===== config.mk =====
export PLATFORM = sky130hd
export DESIGN_NAME = mcbsp_frame_engine_flat
export DESIGN_NICKNAME = d
export VERILOG_FILES = /design/src/rtl/mcbsp_frame_engine_if.sv /design/src/rtl/mcbsp_frame_engine.sv /design/src/flat_wrapper.sv
export SDC_FILE = /design/constraint.sdc
export NUM_CORES = 2
export LEC_CHECK = 0
export ABC_CLOCK_PERIOD_IN_PS = 4100
export CORE_MARGIN = 4
export CORE_UTILIZATION = 55
export CTS_BUF_LIST = sky130_fd_sc_hd__clkbuf_8
export DETAILED_ROUTE_END_ITERATION = 12
export PLACE_DENSITY = 0.77
export SETUP_SLACK_MARGIN = 0.05
export SKIP_CTS_REPAIR_TIMING = 1
export SLEW_MARGIN = 20
export SYNTH_ARGS = -nofsm -noshare
export SYNTH_HDL_FRONTEND = slang
export SYNTH_SLANG_ARGS = --single-unit

===== constraint.sdc =====
create_clock -name a_clk -period 4.1 [get_ports a_clk]
set_input_delay 0.82 -clock a_clk [delete_from_list [all_inputs] [get_ports a_clk]]
set_output_delay 0.82 -clock a_clk [all_outputs]
set_load 0.01 [all_outputs]

===== src/rtl/mcbsp_frame_engine_if.sv =====
// Bundles the McBSP pins, the per-word AXIS TX inputs and the RX/status
// outputs of the frame engine into one port. The engine side uses the slave
// modport; whatever drives the pins and words uses the master modport.
interface mcbsp_frame_engine_if #(
    parameter int WORDS_PER_FRAME = 8,
    parameter int BITS_PER_WORD   = 32,
    parameter int CNT_WIDTH       = 16
);
    localparam int N = WORDS_PER_FRAME * BITS_PER_WORD;

    logic                       mcbsp_clk;
    logic                       mcbsp_frame_start;
    logic                       mcbsp_data_rx;
    logic                       mcbsp_data_tx;
    logic                       mcbsp_data_frm;
    logic                       trigger;
    logic [N-1:0]               S_AXIS_tdata;
    logic [WORDS_PER_FRAME-1:0] S_AXIS_tvalid;
    logic [N-1:0]               rx_frame;
    logic                       rx_valid;
    logic [CNT_WIDTH-1:0]       frame_count;
    logic [CNT_WIDTH-1:0]       sync_err_count;

    modport master (
        output mcbsp_clk, mcbsp_frame_start, mcbsp_data_rx,
        output S_AXIS_tdata, S_AXIS_tvalid,
        input  mcbsp_data_tx, mcbsp_data_frm, trigger,
        input  rx_frame, rx_valid, frame_count, sync_err_count
    );

    modport slave (
        input  mcbsp_clk, mcbsp_frame_start, mcbsp_data_rx,
        input  S_AXIS_tdata, S_AXIS_tvalid,
        output mcbsp_data_tx, mcbsp_data_frm, trigger,
        output rx_frame, rx_valid, frame_count, sync_err_count
    );
endinterface


===== src/rtl/mcbsp_frame_engine.sv =====
// McBSP slave frame engine. The external bit clock, frame sync and RX data are
// oversampled on a_clk; rising edges of the bit clock launch TX bits, falling
// edges sample RX bits. A whole WORDS_PER_FRAME x BITS_PER_WORD frame is
// shifted per frame sync, with frame and sync-error counters.
module mcbsp_frame_engine #(
    parameter int WORDS_PER_FRAME = 8,
    parameter int BITS_PER_WORD   = 32,
    parameter bit MSB_FIRST       = 1'b1,
    parameter int SYNC_STAGES     = 2,
    parameter int CNT_WIDTH       = 16
) (
    input  logic a_clk,
    input  logic a_resetn,
    mcbsp_frame_engine_if.slave bus
);
    localparam int N  = WORDS_PER_FRAME * BITS_PER_WORD;
    localparam int CW = $clog2(N);
    localparam logic [CW-1:0] LAST = CW'(N - 1);

    typedef enum logic [1:0] {IDLE, SHIFT, DONE} state_t;

    state_t state, state_next;

    logic [SYNC_STAGES-1:0] clk_sync, fs_sync, rx_sync;
    logic                   clk_prev;
    logic                   clk_s, fs_s, rx_s;
    logic                   rise, fall;

    logic [N-1:0]  hold, shadow, rx_shift, rx_merged, rx_frame;
    logic [CW-1:0] cnt, idx;
    logic          start_frame, sync_err;
    logic          tx, trigger, rx_valid;
    logic [CNT_WIDTH-1:0] frame_count, sync_err_count;

    assign clk_s = clk_sync[SYNC_STAGES-1];
    assign fs_s  = fs_sync[SYNC_STAGES-1];
    assign rx_s  = rx_sync[SYNC_STAGES-1];
    assign rise  = clk_s & ~clk_prev;
    assign fall  = ~clk_s & clk_prev;
    assign idx   = MSB_FIRST ? cnt : (LAST - cnt);

    // Synchronise the three McBSP inputs; one extra clock flop finds edges
    always_ff @(posedge a_clk) begin
        if (!a_resetn) begin
            clk_sync <= '0;
            fs_sync  <= '0;
            rx_sync  <= '0;
            clk_prev <= 1'b0;
        end else begin
            clk_sync <= {clk_sync[SYNC_STAGES-2:0], bus.mcbsp_clk};
            fs_sync  <= {fs_sync[SYNC_STAGES-2:0], bus.mcbsp_frame_start};
            rx_sync  <= {rx_sync[SYNC_STAGES-2:0], bus.mcbsp_data_rx};
            clk_prev <= clk_s;
        end
    end

    // Holding register: each word refreshes only while its valid is high
    always_ff @(posedge a_clk) begin
        if (!a_resetn) begin
            hold <= '0;
        end else begin
            for (int w = 0; w < WORDS_PER_FRAME; w++) begin
                if (bus.S_AXIS_tvalid[w])
                    hold[w*BITS_PER_WORD +: BITS_PER_WORD] <= bus.S_AXIS_tdata[w*BITS_PER_WORD +: BITS_PER_WORD];
            end
        end
    end

    // Frame state register
    always_ff @(posedge a_clk) begin
        if (!a_resetn) state <= IDLE;
        else           state <= state_next;
    end

    // Next state; a frame sync seen mid-frame restarts the frame at once
    always_comb begin
        state_next  = state;
        start_frame = 1'b0;
        sync_err    = 1'b0;
        rx_merged   = rx_shift;
        rx_merged[idx] = rx_s;
        case (state)
            IDLE: begin
                if (fall && fs_s) begin
                    state_next  = SHIFT;
                    start_frame = 1'b1;
                end
            end
            SHIFT: begin
                if (fall) begin
                    if (fs_s) begin
                        sync_err    = 1'b1;
                        start_frame = 1'b1;
                    end else if (cnt == '0) begin
                        state_next = DONE;
                    end
                end
            end
            DONE:    state_next = IDLE;
            default: state_next = IDLE;
        endcase
    end

    // Datapath: shadow capture, bit counter, TX launch, RX capture, counters
    always_ff @(posedge a_clk) begin
        if (!a_resetn) begin
            shadow         <= '0;
            cnt            <= '0;
            tx             <= 1'b0;
            trigger        <= 1'b0;
            rx_shift       <= '0;
            rx_frame       <= '0;
            rx_valid       <= 1'b0;
            frame_count    <= '0;
            sync_err_count <= '0;
        end else begin
            trigger  <= start_frame;
            rx_valid <= 1'b0;
            if (start_frame) begin
                shadow <= hold;
                cnt    <= LAST;
            end else if (state == SHIFT && fall) begin
                rx_shift <= rx_merged;
                if (cnt == '0) begin
                    rx_frame <= rx_merged;
                    rx_valid <= 1'b1;
                end else begin
                    cnt <= cnt - CW'(1);
                end
            end
            if (state == SHIFT && rise)
                tx <= shadow[idx];
            if (sync_err && (sync_err_count != '1))
                sync_err_count <= sync_err_count + CNT_WIDTH'(1);
            if (state == DONE)
                frame_count <= frame_count + CNT_WIDTH'(1);
        end
    end

    assign bus.mcbsp_data_tx  = tx;
    assign bus.mcbsp_data_frm = (state == SHIFT);
    assign bus.trigger        = trigger;
    assign bus.rx_frame       = rx_frame;
    assign bus.rx_valid       = rx_valid;
    assign bus.frame_count    = frame_count;
    assign bus.sync_err_count = sync_err_count;
endmodule

===== src/flat_wrapper.sv =====
// flat-port wrapper written by rule: the top's interface ports become plain ports
module mcbsp_frame_engine_flat 
#(
    parameter int WORDS_PER_FRAME = 8,
    parameter int BITS_PER_WORD   = 32,
    parameter bit MSB_FIRST       = 1'b1,
    parameter int SYNC_STAGES     = 2,
    parameter int CNT_WIDTH       = 16
)
  (a_clk, a_resetn, bus_mcbsp_clk, bus_mcbsp_frame_start, bus_mcbsp_data_rx, bus_S_AXIS_tdata, bus_S_AXIS_tvalid, bus_mcbsp_data_tx, bus_mcbsp_data_frm, bus_trigger, bus_rx_frame, bus_rx_valid, bus_frame_count, bus_sync_err_count);
  mcbsp_frame_engine_if #(.WORDS_PER_FRAME(WORDS_PER_FRAME), .BITS_PER_WORD(BITS_PER_WORD), .CNT_WIDTH(CNT_WIDTH)) bus_i ();
  input  logic a_clk;
  input  logic a_resetn;
  input wire logic [$bits(bus_i.mcbsp_clk)-1:0] bus_mcbsp_clk;
  input wire logic [$bits(bus_i.mcbsp_frame_start)-1:0] bus_mcbsp_frame_start;
  input wire logic [$bits(bus_i.mcbsp_data_rx)-1:0] bus_mcbsp_data_rx;
  input wire logic [$bits(bus_i.S_AXIS_tdata)-1:0] bus_S_AXIS_tdata;
  input wire logic [$bits(bus_i.S_AXIS_tvalid)-1:0] bus_S_AXIS_tvalid;
  output wire logic [$bits(bus_i.mcbsp_data_tx)-1:0] bus_mcbsp_data_tx;
  output wire logic [$bits(bus_i.mcbsp_data_frm)-1:0] bus_mcbsp_data_frm;
  output wire logic [$bits(bus_i.trigger)-1:0] bus_trigger;
  output wire logic [$bits(bus_i.rx_frame)-1:0] bus_rx_frame;
  output wire logic [$bits(bus_i.rx_valid)-1:0] bus_rx_valid;
  output wire logic [$bits(bus_i.frame_count)-1:0] bus_frame_count;
  output wire logic [$bits(bus_i.sync_err_count)-1:0] bus_sync_err_count;
  assign bus_i.mcbsp_clk = bus_mcbsp_clk;
  assign bus_i.mcbsp_frame_start = bus_mcbsp_frame_start;
  assign bus_i.mcbsp_data_rx = bus_mcbsp_data_rx;
  assign bus_i.S_AXIS_tdata = bus_S_AXIS_tdata;
  assign bus_i.S_AXIS_tvalid = bus_S_AXIS_tvalid;
  assign bus_mcbsp_data_tx = bus_i.mcbsp_data_tx;
  assign bus_mcbsp_data_frm = bus_i.mcbsp_data_frm;
  assign bus_trigger = bus_i.trigger;
  assign bus_rx_frame = bus_i.rx_frame;
  assign bus_rx_valid = bus_i.rx_valid;
  assign bus_frame_count = bus_i.frame_count;
  assign bus_sync_err_count = bus_i.sync_err_count;
  mcbsp_frame_engine #(.WORDS_PER_FRAME(WORDS_PER_FRAME), .BITS_PER_WORD(BITS_PER_WORD), .MSB_FIRST(MSB_FIRST), .SYNC_STAGES(SYNC_STAGES), .CNT_WIDTH(CNT_WIDTH)) u_core (.a_clk(a_clk), .a_resetn(a_resetn), .bus(bus_i));
endmodule

==> metrics.md <==
| Metric | Value |
|---|---|
| Cell type contributing the most total cell area after synthesis | `sky130_fd_sc_hd__dfxtp_1` |
| Tightest Hold Check Type | `in2reg` |
| Distinct cell type count after synthesis | `between 50 and 60` |
| GRT Overall Usage | `0.319` |
| Largest family of logic cells by synthesized area | `simple AND/OR/NAND/NOR gates` |
| Slowest-stage cell, CP | `sky130_fd_sc_hd__or4_1` |
| Stage delay of the slowest cell on the critical path | `930 ps` |
| Setup clock skew after layout | `52.6 ps` |
| Fmax | `321 MHz` |
| Mean instance size in the synthesized netlist | `8.56 um2` |
| Final critical-path share of the clock period | `0.760` |
| Residual DRC | `0` |
| Count of flip-flops with a built-in enable after synthesis | `0` |
| Setup slack, reg-to-reg | `~1000 ps` |
| #FFs+latches synth | `1,075` |
| Layout cell share with drive strength beyond 1 | `0.0795` |
| Startpoint of the worst-slack reg-to-reg timing path | `u_core.cnt[7]` |
| Top-level I/O count | `561` |
| Sink Count | `1,075` |
| DR vias | `40,500` |
| Max-slew headroom | `0.215` |
| Setup repair after global routing missed its margin | `no` |
| Clk root buf | `sky130_fd_sc_hd__clkbuf_8` |
| Count of standard-cell rows | `105` |
| CP Cell Sequence | `or4_1 > nor3_4 > buf_12 > buf_4 > nor2_1 > a311oi_1` |
| Synthesized netlist net count | `approximately 5,600` |
| Ys flop type | `sky130_fd_sc_hd__dfxtp_1` |
| Startpoint types | `flip-flop` |
| Starting density of the core | `0.556` |
| Crit. End Element | `flip-flop` |
| Max-cap violation count | `0` |
| CP required | `4840 ps` |
| Remaining Overflow, GRT | `0` |
| Final HPWL from detailed placement | `92,900 um` |
| Final cell utilization of the core | `0.672` |
| Buffer levels on the longest clock path | `3` |
| Source of the worst hold timing path | `a_resetn` |
| Synthesis warning total | `0` |
| Final weighted congestion of routability-driven global placement | `0.832` |
| Mapped Area | `0.0458 mm2` |
| Power density relative to cell area | `382 mW/mm2` |
| Share of the synthesized area in compound gates (AO/OA/AOI/OAI) | `0.175` |
| Drt via density | `5.92` |
| Core area | `a little over 0.08 mm2` |
| Area share of the leading cell type in the synthesized netlist | `0.470` |
| Critical path start-end classification | `reg2reg` |
| CTS H-tree lvls | `4` |
| Simple-Gate Fraction of Synth Area | `0.201` |
| Critical path peak fanout | `62` |
| Cell count of the worst hold path | `2` |
| Height of the die | `296 um` |
| Inserted Clock Buffers | `roughly 170` |
| Routed length per placed instance | `21.3 um` |
| Clock tree from TritonCTS | `done` |
| Via count of the first global-routing pass | `around 38,000` |
| ANT nets after route | `0` |
| Total of endpoints with negative setup slack in the final report | `0` |
| Latest clock arrival within the worst-skew pair | `860 ps` |
| Capture instance of the worst register-to-register path | `u_core.bus.rx_frame[119]` |
| Share of the synthesized netlist area taken by xor and xnor gates | `0.00651` |
| First-pass GRT wire length | `221,000 um` |
| Most common cell after layout, fill and taps aside | `sky130_fd_sc_hd__dfxtp_1` |
| Synth Area in Adders | `0.00191` |
| Largest net degree at the start of global routing | `239` |
| Die X | `around 300 um` |
| Depth of the worst register-to-register path | `6` |
| Number of fillers in the final layout | `6,701` |
| Leading cell types in the layout, fill and taps excluded | `sky130_fd_sc_hd__dfxtp_1 (1,071), sky130_fd_sc_hd__nand2_1 (930), sky130_fd_sc_hd__nor2_1 (551), sky130_fd_sc_hd__clkdlybuf4s50_1 (551), sky130_fd_sc_hd__a21boi_0 (507)` |
| Max-slew violation count | `0` |
| Area delta synth->final | `20.8%` |
| Total wire length after detailed routing | `146,000 um` |
| Post-synthesis sequential area ratio | `0.470` |
| Async set or reset register ratio after synthesis | `0` |
| Mapped Cells | `5,348` |
| Outcome | `complete, no violations` |
| Arrival time worst endpoint | `between 3000 and 4000 ps` |
| Multiplexer area fraction after synthesis | `0.0976` |
| Detailed-routing iteration count for the pre-antenna-repair pass | `6` |
| VDD IR-drop max | `~260 uV` |
| Lkg Pwr | `18.2 nW` |
| Layout net count | `5,910` |
| Clock Pin Slew Worst Setup and Hold Paths | `around 60 ps` |
| Initial antenna violation count | `6` |
| Actual slew at the worst max-slew pin | `1180 ps` |
| Minimum clock period after layout | `between 3000 and 4000 ps` |
| Top cells by area in the synthesized netlist | `sky130_fd_sc_hd__dfxtp_1 (47%), sky130_fd_sc_hd__a21boi_0 (8.3%), sky130_fd_sc_hd__nand2_1 (7.6%)` |
| Fin. Hold Viols | `0` |
| Detailed router's first-iteration violation count | `4,223` |
| Total Negative Setup Slacks | `0 ps` |
| Endpoint of the worst hold path | `u_core.bus.rx_frame[255]` |
| Area of the die | `just under 0.09 mm2` |
| Count of buffers from port buffering | `560` |
==> registers in the layout (all words and copies together), names as in the netlist <==
| register | flops |
|---|---|
| u_core.cnt | 8 |
| u_core.clk_sync | 2 |
| u_core.bus.trigger | 1 |
| u_core.bus.frame_count | 16 |
| u_core.bus.sync_err_count | 16 |
| u_core.clk_prev | 1 |
| u_core.bus.rx_valid | 1 |
| u_core.state | 2 |
| u_core.bus.mcbsp_data_tx | 1 |
| u_core.hold | 256 |
| u_core.shadow | 256 |
| u_core.rx_shift | 255 |
| u_core.rx_sync | 2 |
| u_core.bus.rx_frame | 256 |
| u_core.fs_sync | 2 |
==> final cells by class <==
class	instances	area [um2]	share of cell area
well taps	1070	1340	0.0242
flip-flops and latches	1075	21500	0.390
clock inverters	89	528	0.00955
repair buffers	660	6600	0.119
multi-input cells	3715	22200	0.401
diodes	5	12.5	0.000226
clock buffers	223	3070	0.0555
inverters	8	37.5	0.000679
==> per-stage QoR <==
stage | total power [mW] | setup WS [ps] | area (um2) | cells | hold slack [ps]
global placement | 11.9 | 1090 | 51600 | 6528 | 419
CTS | 21.2 | 1010 | 55200 | 6840 | 259
detailed placement | 11.9 | 1050 | 51700 | 6528 | 427
finish | 21.1 | 986 | 55300 | 6845 | 306
floorplan | 11.4 | 1110 | 45800 | 5348 | 412
global route | 21.8 | 745 | 55300 | 6845 | 296
==> synthesized netlist by cell type, types with 4 or more instances <==
cell type,number
sky130_fd_sc_hd__inv_1,7
sky130_fd_sc_hd__a311oi_1,219
sky130_fd_sc_hd__nor2b_1,84
sky130_fd_sc_hd__or3_1,4
sky130_fd_sc_hd__a211oi_1,37
sky130_fd_sc_hd__and3_1,8
sky130_fd_sc_hd__ha_1,7
sky130_fd_sc_hd__nand2_1,930
sky130_fd_sc_hd__xor2_1,15
sky130_fd_sc_hd__buf_1,33
sky130_fd_sc_hd__and2_1,36
sky130_fd_sc_hd__buf_2,72
sky130_fd_sc_hd__or2_2,9
sky130_fd_sc_hd__a31oi_1,4
sky130_fd_sc_hd__a21oi_1,14
sky130_fd_sc_hd__nor3_1,18
sky130_fd_sc_hd__nand2b_1,6
sky130_fd_sc_hd__nand3_1,456
sky130_fd_sc_hd__clkbuf_1,442
sky130_fd_sc_hd__nor2_1,556
sky130_fd_sc_hd__mux2i_1,336
sky130_fd_sc_hd__xnor2_1,19
sky130_fd_sc_hd__nor4_1,6
sky130_fd_sc_hd__mux4_2,48
sky130_fd_sc_hd__a21boi_0,507
sky130_fd_sc_hd__nand4_1,13
sky130_fd_sc_hd__dfxtp_1,1075
sky130_fd_sc_hd__o21ai_0,321
sky130_fd_sc_hd__and4_1,4
sky130_fd_sc_hd__a21boi_1,10
sky130_fd_sc_hd__a22oi_1,13
==> per-layer routing <==
metal	global-route usage	wire, um	vias up
li1	-	-	19000
met1	0.409	58000	19300
met2	0.521	68200	1863
met3	0.0581	12100	342
met4	0.160	7400	2
met5	0	7	-
==> critical path, delay by kind of cell, from the launching register on <==
kind	cells	cell delay, ps
AOI/OAI and AO/OA	1	300
buffers and inverters	2	760
DFF	1	490
and+or+nand+nor	3	1440
==> worst max-delay path by stage <==
stage | start | to | slack, ps | cells past startpoint
after CTS | u_core.cnt[7] | u_core.bus.rx_frame[119] | 1010 | 6
after detailed placement | u_core.cnt[7] | u_core.bus.rx_frame[175] | 1050 | 6
final | u_core.cnt[7] | u_core.bus.rx_frame[119] | 990 | 6
after global routing | u_core.cnt[0] | u_core.cnt[7] | 750 | 10
after floorplan | u_core.cnt[1] | u_core.cnt[6] | 1110 | 14
after global placement | u_core.cnt[0] | u_core.cnt[6] | 1090 | 10
==> report_power, final <==
part	switching, mW	internal, mW
logic	0.487	0.495
clock network	4.36	5.09
registers	0.102	10.6
total	4.95	16.2
==> cells by family (layout without fill, tap and decap cells) <==
group                    after synthesis  after routing
AND/OR/NAND/NOR                     2147           2147
XOR/XNOR                              34             34
multiplexers                         386            386
other                                  0              5
buffers and inverters                558            980
AO/OA/AOI/OAI                       1141           1141
flip-flops                          1075           1075
adder cells (fa/ha/maj)                7              7
Power figures use the tool's default switching activity.
